===== src/rtl/flag_sprite_fetch_if.sv =====
// Beam coordinate, flag ROM port and pixel output of the flag sprite.
// master = fetch stage side, slave = beam source / ROM / colour mapper side.
interface flag_sprite_fetch_if;
   logic [9:0]  DrawX;
   logic [9:0]  DrawY;
   logic [12:0] rom_addr;
   logic [3:0]  rom_data;
   logic [3:0]  pixel_idx;
   logic        pixel_hit;

   modport master (
      input  DrawX,
      input  DrawY,
      input  rom_data,
      output rom_addr,
      output pixel_idx,
      output pixel_hit
   );

   modport slave (
      output DrawX,
      output DrawY,
      output rom_data,
      input  rom_addr,
      input  pixel_idx,
      input  pixel_hit
   );
endinterface


===== src/rtl/flag_sprite_fetch.sv =====
// Flag sprite address generator, pixel output stage and show/blink control.
// Position and visibility change only at frame_start so the sprite never tears.
module flag_sprite_fetch #(
   parameter int unsigned SPR_W        = 80,
   parameter int unsigned SPR_H        = 60,
   parameter logic [3:0]  TRANSP_IDX   = 4'h0,
   parameter int unsigned BLINK_FRAMES = 16
) (
   input  logic                Clk,
   input  logic                Reset,
   input  logic                frame_start,
   input  logic [9:0]          pos_x,
   input  logic [9:0]          pos_y,
   input  logic                show,
   input  logic                blink_en,
   flag_sprite_fetch_if.master bus
);

   typedef enum logic [1:0] {
      ST_OFF,
      ST_ON,
      ST_BLINK_ON,
      ST_BLINK_OFF
   } state_t;

   localparam logic [4:0]  CNT_LAST = 5'(BLINK_FRAMES - 1);
   localparam logic [10:0] W11      = 11'(SPR_W);
   localparam logic [10:0] H11      = 11'(SPR_H);
   localparam logic [12:0] W13      = 13'(SPR_W);

   state_t      state;
   state_t      state_nx;
   logic [4:0]  cnt;
   logic [4:0]  cnt_nx;
   logic [9:0]  lat_x;
   logic [9:0]  lat_y;

   logic        vis;
   logic        in_x;
   logic        in_y;
   logic        in_rect;
   logic [10:0] bx;
   logic [10:0] by;
   logic [10:0] lx;
   logic [10:0] ly;
   logic [9:0]  dx;
   logic [9:0]  dy;
   logic [12:0] addr_nx;

   logic        hit_d1;
   logic        hit_d2;

   // Sample the requested position once per frame
   always_ff @(posedge Clk) begin
      if (Reset) begin
         lat_x <= '0;
         lat_y <= '0;
      end else if (frame_start) begin
         lat_x <= pos_x;
         lat_y <= pos_y;
      end
   end

   // Show/blink state and frame counter registers
   always_ff @(posedge Clk) begin
      if (Reset) begin
         state <= ST_OFF;
         cnt   <= '0;
      end else begin
         state <= state_nx;
         cnt   <= cnt_nx;
      end
   end

   // Next state: moves only at frame_start, show=0 always wins
   always_comb begin
      state_nx = state;
      cnt_nx   = cnt;
      if (frame_start) begin
         if (!show) begin
            state_nx = ST_OFF;
            cnt_nx   = '0;
         end else begin
            case (state)
               ST_OFF: begin
                  state_nx = blink_en ? ST_BLINK_ON : ST_ON;
                  cnt_nx   = '0;
               end
               ST_ON: begin
                  if (blink_en) begin
                     state_nx = ST_BLINK_ON;
                  end
                  cnt_nx = '0;
               end
               ST_BLINK_ON,
               ST_BLINK_OFF: begin
                  if (!blink_en) begin
                     state_nx = ST_ON;
                     cnt_nx   = '0;
                  end else if (cnt >= CNT_LAST) begin
                     cnt_nx   = '0;
                     state_nx = (state == ST_BLINK_ON) ?
                                ST_BLINK_OFF : ST_BLINK_ON;
                  end else begin
                     cnt_nx = cnt + 5'd1;
                  end
               end
               default: begin
                  state_nx = ST_OFF;
                  cnt_nx   = '0;
               end
            endcase
         end
      end
   end

   // Rectangle test in 11 bits so edges near 640/480 do not wrap
   always_comb begin
      bx      = {1'b0, bus.DrawX};
      by      = {1'b0, bus.DrawY};
      lx      = {1'b0, lat_x};
      ly      = {1'b0, lat_y};
      vis     = (state == ST_ON) || (state == ST_BLINK_ON);
      in_x    = (bx >= lx) && (bx < (lx + W11));
      in_y    = (by >= ly) && (by < (ly + H11));
      in_rect = in_x && in_y && vis;
   end

   // Sprite-local offset to ROM address; zero outside the sprite
   always_comb begin
      dx      = bus.DrawX - lat_x;
      dy      = bus.DrawY - lat_y;
      addr_nx = '0;
      if (in_rect) begin
         addr_nx = (13'(dy) * W13) + 13'(dx);
      end
   end

   // ROM address register and hit flag aligned with rom_data
   always_ff @(posedge Clk) begin
      if (Reset) begin
         bus.rom_addr <= '0;
         hit_d1       <= 1'b0;
         hit_d2       <= 1'b0;
      end else begin
         bus.rom_addr <= addr_nx;
         hit_d1       <= in_rect;
         hit_d2       <= hit_d1;
      end
   end

   // Output stage: mask data outside the sprite, flag opaque pixels
   always_ff @(posedge Clk) begin
      if (Reset) begin
         bus.pixel_idx <= '0;
         bus.pixel_hit <= 1'b0;
      end else begin
         bus.pixel_idx <= hit_d2 ? bus.rom_data : 4'h0;
         bus.pixel_hit <= hit_d2 && (bus.rom_data != TRANSP_IDX);
      end
   end

endmodule


===== src/flat_wrapper.sv =====
// flat-port wrapper written by rule: the top's interface ports become plain ports
module flag_sprite_fetch_flat 
#(
   parameter int unsigned SPR_W        = 80,
   parameter int unsigned SPR_H        = 60,
   parameter logic [3:0]  TRANSP_IDX   = 4'h0,
   parameter int unsigned BLINK_FRAMES = 16
)
  (Clk, Reset, frame_start, pos_x, pos_y, show, blink_en, bus_DrawX, bus_DrawY, bus_rom_data, bus_rom_addr, bus_pixel_idx, bus_pixel_hit);
  flag_sprite_fetch_if bus_i ();
  input  logic Clk;
  input  logic Reset;
  input  logic frame_start;
  input  logic [9:0] pos_x;
  input  logic [9:0] pos_y;
  input  logic show;
  input  logic blink_en;
  input wire logic [$bits(bus_i.DrawX)-1:0] bus_DrawX;
  input wire logic [$bits(bus_i.DrawY)-1:0] bus_DrawY;
  input wire logic [$bits(bus_i.rom_data)-1:0] bus_rom_data;
  output wire logic [$bits(bus_i.rom_addr)-1:0] bus_rom_addr;
  output wire logic [$bits(bus_i.pixel_idx)-1:0] bus_pixel_idx;
  output wire logic [$bits(bus_i.pixel_hit)-1:0] bus_pixel_hit;
  assign bus_i.DrawX = bus_DrawX;
  assign bus_i.DrawY = bus_DrawY;
  assign bus_i.rom_data = bus_rom_data;
  assign bus_rom_addr = bus_i.rom_addr;
  assign bus_pixel_idx = bus_i.pixel_idx;
  assign bus_pixel_hit = bus_i.pixel_hit;
  flag_sprite_fetch #(.SPR_W(SPR_W), .SPR_H(SPR_H), .TRANSP_IDX(TRANSP_IDX), .BLINK_FRAMES(BLINK_FRAMES)) u_core (.Clk(Clk), .Reset(Reset), .frame_start(frame_start), .pos_x(pos_x), .pos_y(pos_y), .show(show), .blink_en(blink_en), .bus(bus_i));
endmodule

===== config.mk =====
export PLATFORM = sky130hd
export DESIGN_NAME = flag_sprite_fetch_flat
export DESIGN_NICKNAME = d
export VERILOG_FILES = /design/src/rtl/flag_sprite_fetch_if.sv /design/src/rtl/flag_sprite_fetch.sv /design/src/flat_wrapper.sv
export SDC_FILE = /design/constraint.sdc
export NUM_CORES = 1
export LEC_CHECK = 0
export CAP_MARGIN = 20
export CORE_MARGIN = 2
export CORE_UTILIZATION = 30
export DETAILED_ROUTE_END_ITERATION = 7
export GPL_TIMING_DRIVEN = 0
export SYNTH_ARGS = -nofsm -noshare
export SYNTH_HDL_FRONTEND = slang
export SYNTH_SLANG_ARGS = --single-unit

===== constraint.sdc =====
create_clock -name Clk -period 6.14 [get_ports Clk]
set_input_delay 0.614 -clock Clk [delete_from_list [all_inputs] [get_ports Clk]]
set_output_delay 0.614 -clock Clk [all_outputs]
set_load 0.01 [all_outputs]

==> results of run 1 <==
==> final timing paths <==
path	from	to	slack, ns	depth (start not counted)
setup / recovery	bus_DrawY[0]	u_core.bus.rom_addr[12]$_SDFF_PP0_	1.52	17
hold reg to reg	u_core.hit_d1$_SDFF_PP0_	u_core.hit_d2$_SDFF_PP0_	0.49	1
setup reg to reg	u_core.lat_y[0]$_SDFFE_PP0P_	u_core.bus.rom_addr[12]$_SDFF_PP0_	2.05	15
hold / removal	u_core.hit_d1$_SDFF_PP0_	u_core.hit_d2$_SDFF_PP0_	0.49	1
==> cells by family after synthesis <==
group                      synth area share
and+or+nand+nor                       0.173
AOI/OAI and AO/OA                     0.143
muxes                                0.0610
adders and majority gates             0.220
buffers and inverters                0.0509
DFF                                   0.260
xor gates and xnor gates             0.0921
==> through the flow <==
step | std cells | setup slack, ns
floorplan | 410 | 2.04
global placement | 621 | 1.20
detailed placement | 621 | 1.23
CTS | 628 | 1.48
global route | 628 | 1.20
finish | 628 | 1.52
==> sequential cells by signal, summed over array words and instances (netlist names) <==
name	flops
u_core.bus.rom_addr	13
u_core.lat_x	10
u_core.lat_y	10
u_core.cnt	5
u_core.bus.pixel_idx	4
u_core.state	2
u_core.bus.pixel_hit	1
u_core.hit_d1	1
u_core.hit_d2	1
==> layout by cell type, fill, tap and decap left out, drive strengths merged, types with 6 or more instances in the layout <==
| cell type | Yosys | routed |
|---|---|---|
| nand2 | 17 | 17 |
| mux2i | 22 | 22 |
| nor2b | 11 | 11 |
| a21oi | 17 | 17 |
| a21o | 6 | 6 |
| dfxtp | 47 | 47 |
| o21ai | 15 | 15 |
| nand4 | 7 | 7 |
| clkbuf | 7 | 12 |
| inv | 40 | 40 |
| ha | 57 | 57 |
| clkdlybuf4s50 | 0 | 64 |
| nand2b | 7 | 7 |
| nor3 | 14 | 14 |
| xor2 | 9 | 9 |
| xnor2 | 23 | 23 |
| nor2 | 44 | 44 |
| and2 | 6 | 6 |
==> power by group <==
group / internal [W] / switching (W) / leakage, nW
combinational: 0.000261 / 0.000269 / 1.48
clock: 0.000190 / 0.000116 / 0.0759
sequential: 0.000315 / 0.00000938 / 0.383
total: 0.000766 / 0.000395 / 1.94
==> layout make-up <==
type,count,area (sq um),area share
Clock buffer,5,125,0.0272
Sequential cell,47,941,0.205
Tap cell,147,184,0.0400
Clock inverter,2,37.5,0.00816
Inverter,40,150,0.0326
Buffer,8,33.8,0.00734
Timing Repair Buffer,64,641,0.139
Multi-Input combinational cell,315,2490,0.541
==> metal layers <==
layer	wire length, um	share of wire	vias to the layer above
met4	169	0.020	0
li1	-	-	1579
met3	381	0.045	13
met2	3970	0.46	82
met1	4040	0.47	1447
met5	0	0	-
==> flow_summary.toml, run 1 <==
[run_status]
status = "finished clean"

[layout]
fill_cells = 1208
layout-drive-gt1-share = 0.0478
final_nets = 591
final_util = 0.388
syn_to_final_growth_pct = 27.3
fin_area_sq_mm = 0.00460
diodes = 0

[floorplan]
io_pins = 67
die_h_um = 114
initial_core_util = 0.305
dieArea_sq_mm = 0.0129
dieWidth_um = 114
rows = 40
core_sq_mm = 0.0119

[logic_synthesis]
ys_types = 57
syn_avg_cell_area_sq_um = 8.81
synth_top_area_frac = 0.260
synthArstFlopShare = 0
synthFlopType = "dfxtp_1"
ys_ff_latch = 47
yosysMostFrequentCell = "ha_1"
yosysSeqAreaShare = 0.260
netlist_area_sq_mm = 0.00361
ys_top_cells_by_count = "ha_1, dfxtp_1, nor2_1"
netlist_instances = 410
synth.net_count = 520
synth_top_cell_by_area = "dfxtp_1"
synth_area_leaders = "dfxtp_1, ha_1, mux2i_1"
synth_edf_count = 0
yosysWarnings = 0

[worst_setup_path]
cp_slowest_cell = "clkdlybuf4s50_1"
path_max_fanout = 4
critPathArrivalTime_ns = 4.78
worstSetupStartpointType = "primary input"
critPathTopFamily = "adder cells"
critPathBufInv = 2
crit_path_max_incr_delay_ns = 0.45
crit_required_ns = 6.31
worstPathCellList = "clkdlybuf4s50_1, inv_1, ha_1, fa_1, nand2b_1, a21oi_1, a21o_2, a21oi_1, xnor2_1, ha_1, ha_1, and3_2, a2111oi_1, xnor3_1, xnor2_2, xnor3_1, nor3b_2"
path_common_cell = "ha_1"
crit_path_end_kind = "flip-flop"
critPathKind = "primary input to flip-flop"

[drt]
detail_route.iter0.violations = 127
vias = 3121
antenna_left = 0
post-route-drc-count = 0
first_pass_iters = 4
wire_per_inst_um = 13.6
wirelength_mm = 8.56
viasPerCell = 4.97

[sta]
finalHoldViolCount = 0
slew_headroom = 0.467
fmax_mhz = 217
whs_ns = 0.494
period_share = 0.752
finalClockSkew_ns = 0.0129
slew_viol_final = 0
finalSetupViolations = 0
period_needed_ns = 4.62
rsz0062_at_grt = "false"
worstMarginPinSlew_ns = 0.799
tns_ns = 0

[place]
portBuffers = 64
place_congestion = 0.853
dp_hpwl_mm = 7.12
placed_cell_area_sq_mm = 0.00444

[clocking]
clockRootBuffer = "clkbuf_16"
clockBufferDepth = 2
cts_resized = 0
cts_tree = "done"
clock_latency_ns = 0.29
cts_num_sinks = 47
htree_levels = 2
postCtsSetupBuffers = 0
numCtsBuffers = 5
postCtsHoldBufs = 0
clk_pin_slew_worst_paths_ns = 0.07

[global_route]
gr-usage-met1 = 0.169
grtUsageMet3 = 0.0244
grt_pass1_vias = 3058
overflow = 0
grt_pass1_wl_mm = 14.0
antenna_found_initial = 0
track_usage = 0.134
busiest_layer = "met2"
grt_max_degree = 15
use_met2 = 0.231

[pwr]
p_leak_nw = 1.94
p_per_area_mw_per_mm2 = 252
total_power_w = 0.00116
vdd_drop_max_v = 0.000110

[job]
drv_cap = 0

[hold_path]
hold_class = "flip-flop to flip-flop"
(Power assumes the default switching activity.)
==> inputs of run 2 (changes only) <==
==> constraint.sdc (replaced) <==
create_clock -name Clk -period 4.52 [get_ports Clk]
set_input_delay 0.452 -clock Clk [delete_from_list [all_inputs] [get_ports Clk]]
set_output_delay 0.452 -clock Clk [all_outputs]
set_load 0.01 [all_outputs]
==> flow_summary.toml, run 2 (synthesis results as in run 1) <==
[worst_setup_path]
reg2reg_slack_ns = 0.48
worstReg2RegStart = "u_core.lat_y[1]$_SDFFE_PP0P_"
rr_endpoint = "u_core.bus.rom_addr[12]$_SDFF_PP0_"
path_max_fanout = 4
crit_path_start = "bus_DrawY[0]"
cp-endpoint = "u_core.bus.rom_addr[12]$_SDFF_PP0_"
worstSetupStartpointType = "primary input"
crit_required_ns = 4.69
critPathArrivalTime_ns = 4.52
r2r_cells = 17
crit_path_end_kind = "flip-flop"
critPathKind = "primary input to flip-flop"

[floorplan]
die_h_um = 114
io_pins = 67
core_sq_mm = 0.0119
initial_core_util = 0.305
rows = 40
dieArea_sq_mm = 0.0129
dieWidth_um = 114

[global_route]
overflow = 0
antenna_found_initial = 0
grt_max_degree = 15
track_usage = 0.134
grt_pass1_vias = 3058
grt_pass1_wl_mm = 14.0

[sta]
finalSetupViolations = 0
finalClockSkew_ns = 0.0129
period_share = 0.963
fin_ws_ns = 0.169
fmax_mhz = 230
period_needed_ns = 4.35
finalHoldViolCount = 0
worstMarginPinSlew_ns = 0.799
slew_viol_final = 0
slew_headroom = 0.467
tns_ns = 0

[clocking]
cts_tree = "done"
clk_pin_slew_worst_paths_ns = 0.07
htree_levels = 2
cts_num_sinks = 47
clockBufferDepth = 2
clockRootBuffer = "clkbuf_16"
clock_latency_ns = 0.29
numCtsBuffers = 5

[place]
pre_cts_slack_ns = -0.229
portBuffers = 64
place_congestion = 0.853
dp_hpwl_mm = 7.12
placed_cell_area_sq_mm = 0.00444

[drt]
wirelength_mm = 8.69
first_pass_iters = 5
detail_route.iter0.violations = 109
viasPerCell = 5.00
vias = 3142
antenna_left = 0
post-route-drc-count = 0
wire_per_inst_um = 13.8

[layout]
final_nets = 592
final_util = 0.391
largest_reg_flops = 13
layout-drive-gt1-share = 0.0560
layout_common_cells = "clkdlybuf4s50_1, ha_1, dfxtp_1"
fill_cells = 1204
top_regs = "u_core.bus.rom_addr: 13 flops, u_core.lat_x: 10 flops, u_core.lat_y: 10 flops"
syn_to_final_growth_pct = 28.3
fin_area_sq_mm = 0.00464
top_register = "u_core.bus.rom_addr"
diodes = 0
final_common_cell = "clkdlybuf4s50_1"

[pwr]
total_power_w = 0.00160
vdd_drop_max_v = 0.000149
p_per_area_mw_per_mm2 = 345
p_leak_nw = 1.95

[hold_path]
hold_class = "flip-flop to flip-flop"

[job]
drv_cap = 0

[run_status]
status = "finished clean"
## run 2: changes by cell type in the layout (fill, tap and decap cells not counted), sizes merged
cell and change:
buf +1
## run 2: through the flow
| stage | hold slack, ns | instances |
|---|---|---|
| 2_1_floorplan | 0.414 | 410 |
| 4_1_cts | 0.495 | 628 |
| 6_report | 0.493 | 629 |
| 5_1_grt | 0.498 | 629 |
| 3_3_place_gp | 0.475 | 621 |
| 3_5_place_dp | 0.478 | 621 |
## run 2: metal layers
metal | global-route usage | vias to the layer above | wire length (um)
li1 | - | 1580 | -
met4 | 0.0447 | 0 | 149
met2 | 0.231 | 83 | 4080
met1 | 0.169 | 1470 | 4030
met5 | 0 | - | 0
met3 | 0.0244 | 9 | 430
## run 2: final cells by class
| cell class | instances | area, sq um | share of cell area |
|---|---|---|---|
| flip-flops and latches | 47 | 941 | 0.203 |
| plain buffers | 8 | 33.8 | 0.00729 |
| inverters | 40 | 150 | 0.0324 |
| well taps | 147 | 184 | 0.0397 |
| repair buffers | 65 | 648 | 0.140 |
| clock inverters | 2 | 37.5 | 0.00810 |
| multi-input cells | 315 | 2520 | 0.543 |
| clock buffers | 5 | 125 | 0.0270 |
## run 2: what timing repair did
item	4_1_cts	5_1_grt
setup endpoints to repair	0	1
resized for setup	0	4
endpoints found under the hold margin	0	0
hold buffers	0	0
setup buffers	0	1
## run 2: worst min-delay path by stage
stage / cells past startpoint / from / endpoint / slack, ns
2_1_floorplan: 1 / u_core.hit_d1$_SDFF_PP0_ / u_core.hit_d2$_SDFF_PP0_ / 0.41
3_3_place_gp: 2 / u_core.lat_x[2]$_SDFFE_PP0P_ / u_core.lat_x[2]$_SDFFE_PP0P_ / 0.48
3_5_place_dp: 1 / u_core.hit_d1$_SDFF_PP0_ / u_core.hit_d2$_SDFF_PP0_ / 0.48
4_1_cts: 1 / u_core.hit_d1$_SDFF_PP0_ / u_core.hit_d2$_SDFF_PP0_ / 0.50
5_1_grt: 1 / u_core.hit_d1$_SDFF_PP0_ / u_core.hit_d2$_SDFF_PP0_ / 0.50
6_report: 1 / u_core.hit_d1$_SDFF_PP0_ / u_core.hit_d2$_SDFF_PP0_ / 0.49
## run 2: power breakdown
| part | switching [W] | internal [W] | leakage, nW |
|---|---|---|---|
| Combinational | 0.000376 | 0.000367 | 1.49 |
| Sequential | 0.0000127 | 0.000428 | 0.383 |
| Clock | 0.000158 | 0.000258 | 0.0759 |
## run 2: worst max-delay path, stage by stage
cell and delay (ns):
clkdlybuf4s50_1 0.45, inv_1 0.05, ha_1 0.22, fa_1 0.42, nand2b_4 0.18, a21oi_2 0.17, a21o_2 0.14, a21oi_1 0.07
xnor2_1 0.23, ha_1 0.27, ha_1 0.35, and3_2 0.24, a2111oi_4 0.28, xnor3_1 0.30, xnor2_2 0.19, xnor3_1 0.34
nor3b_2 0.16
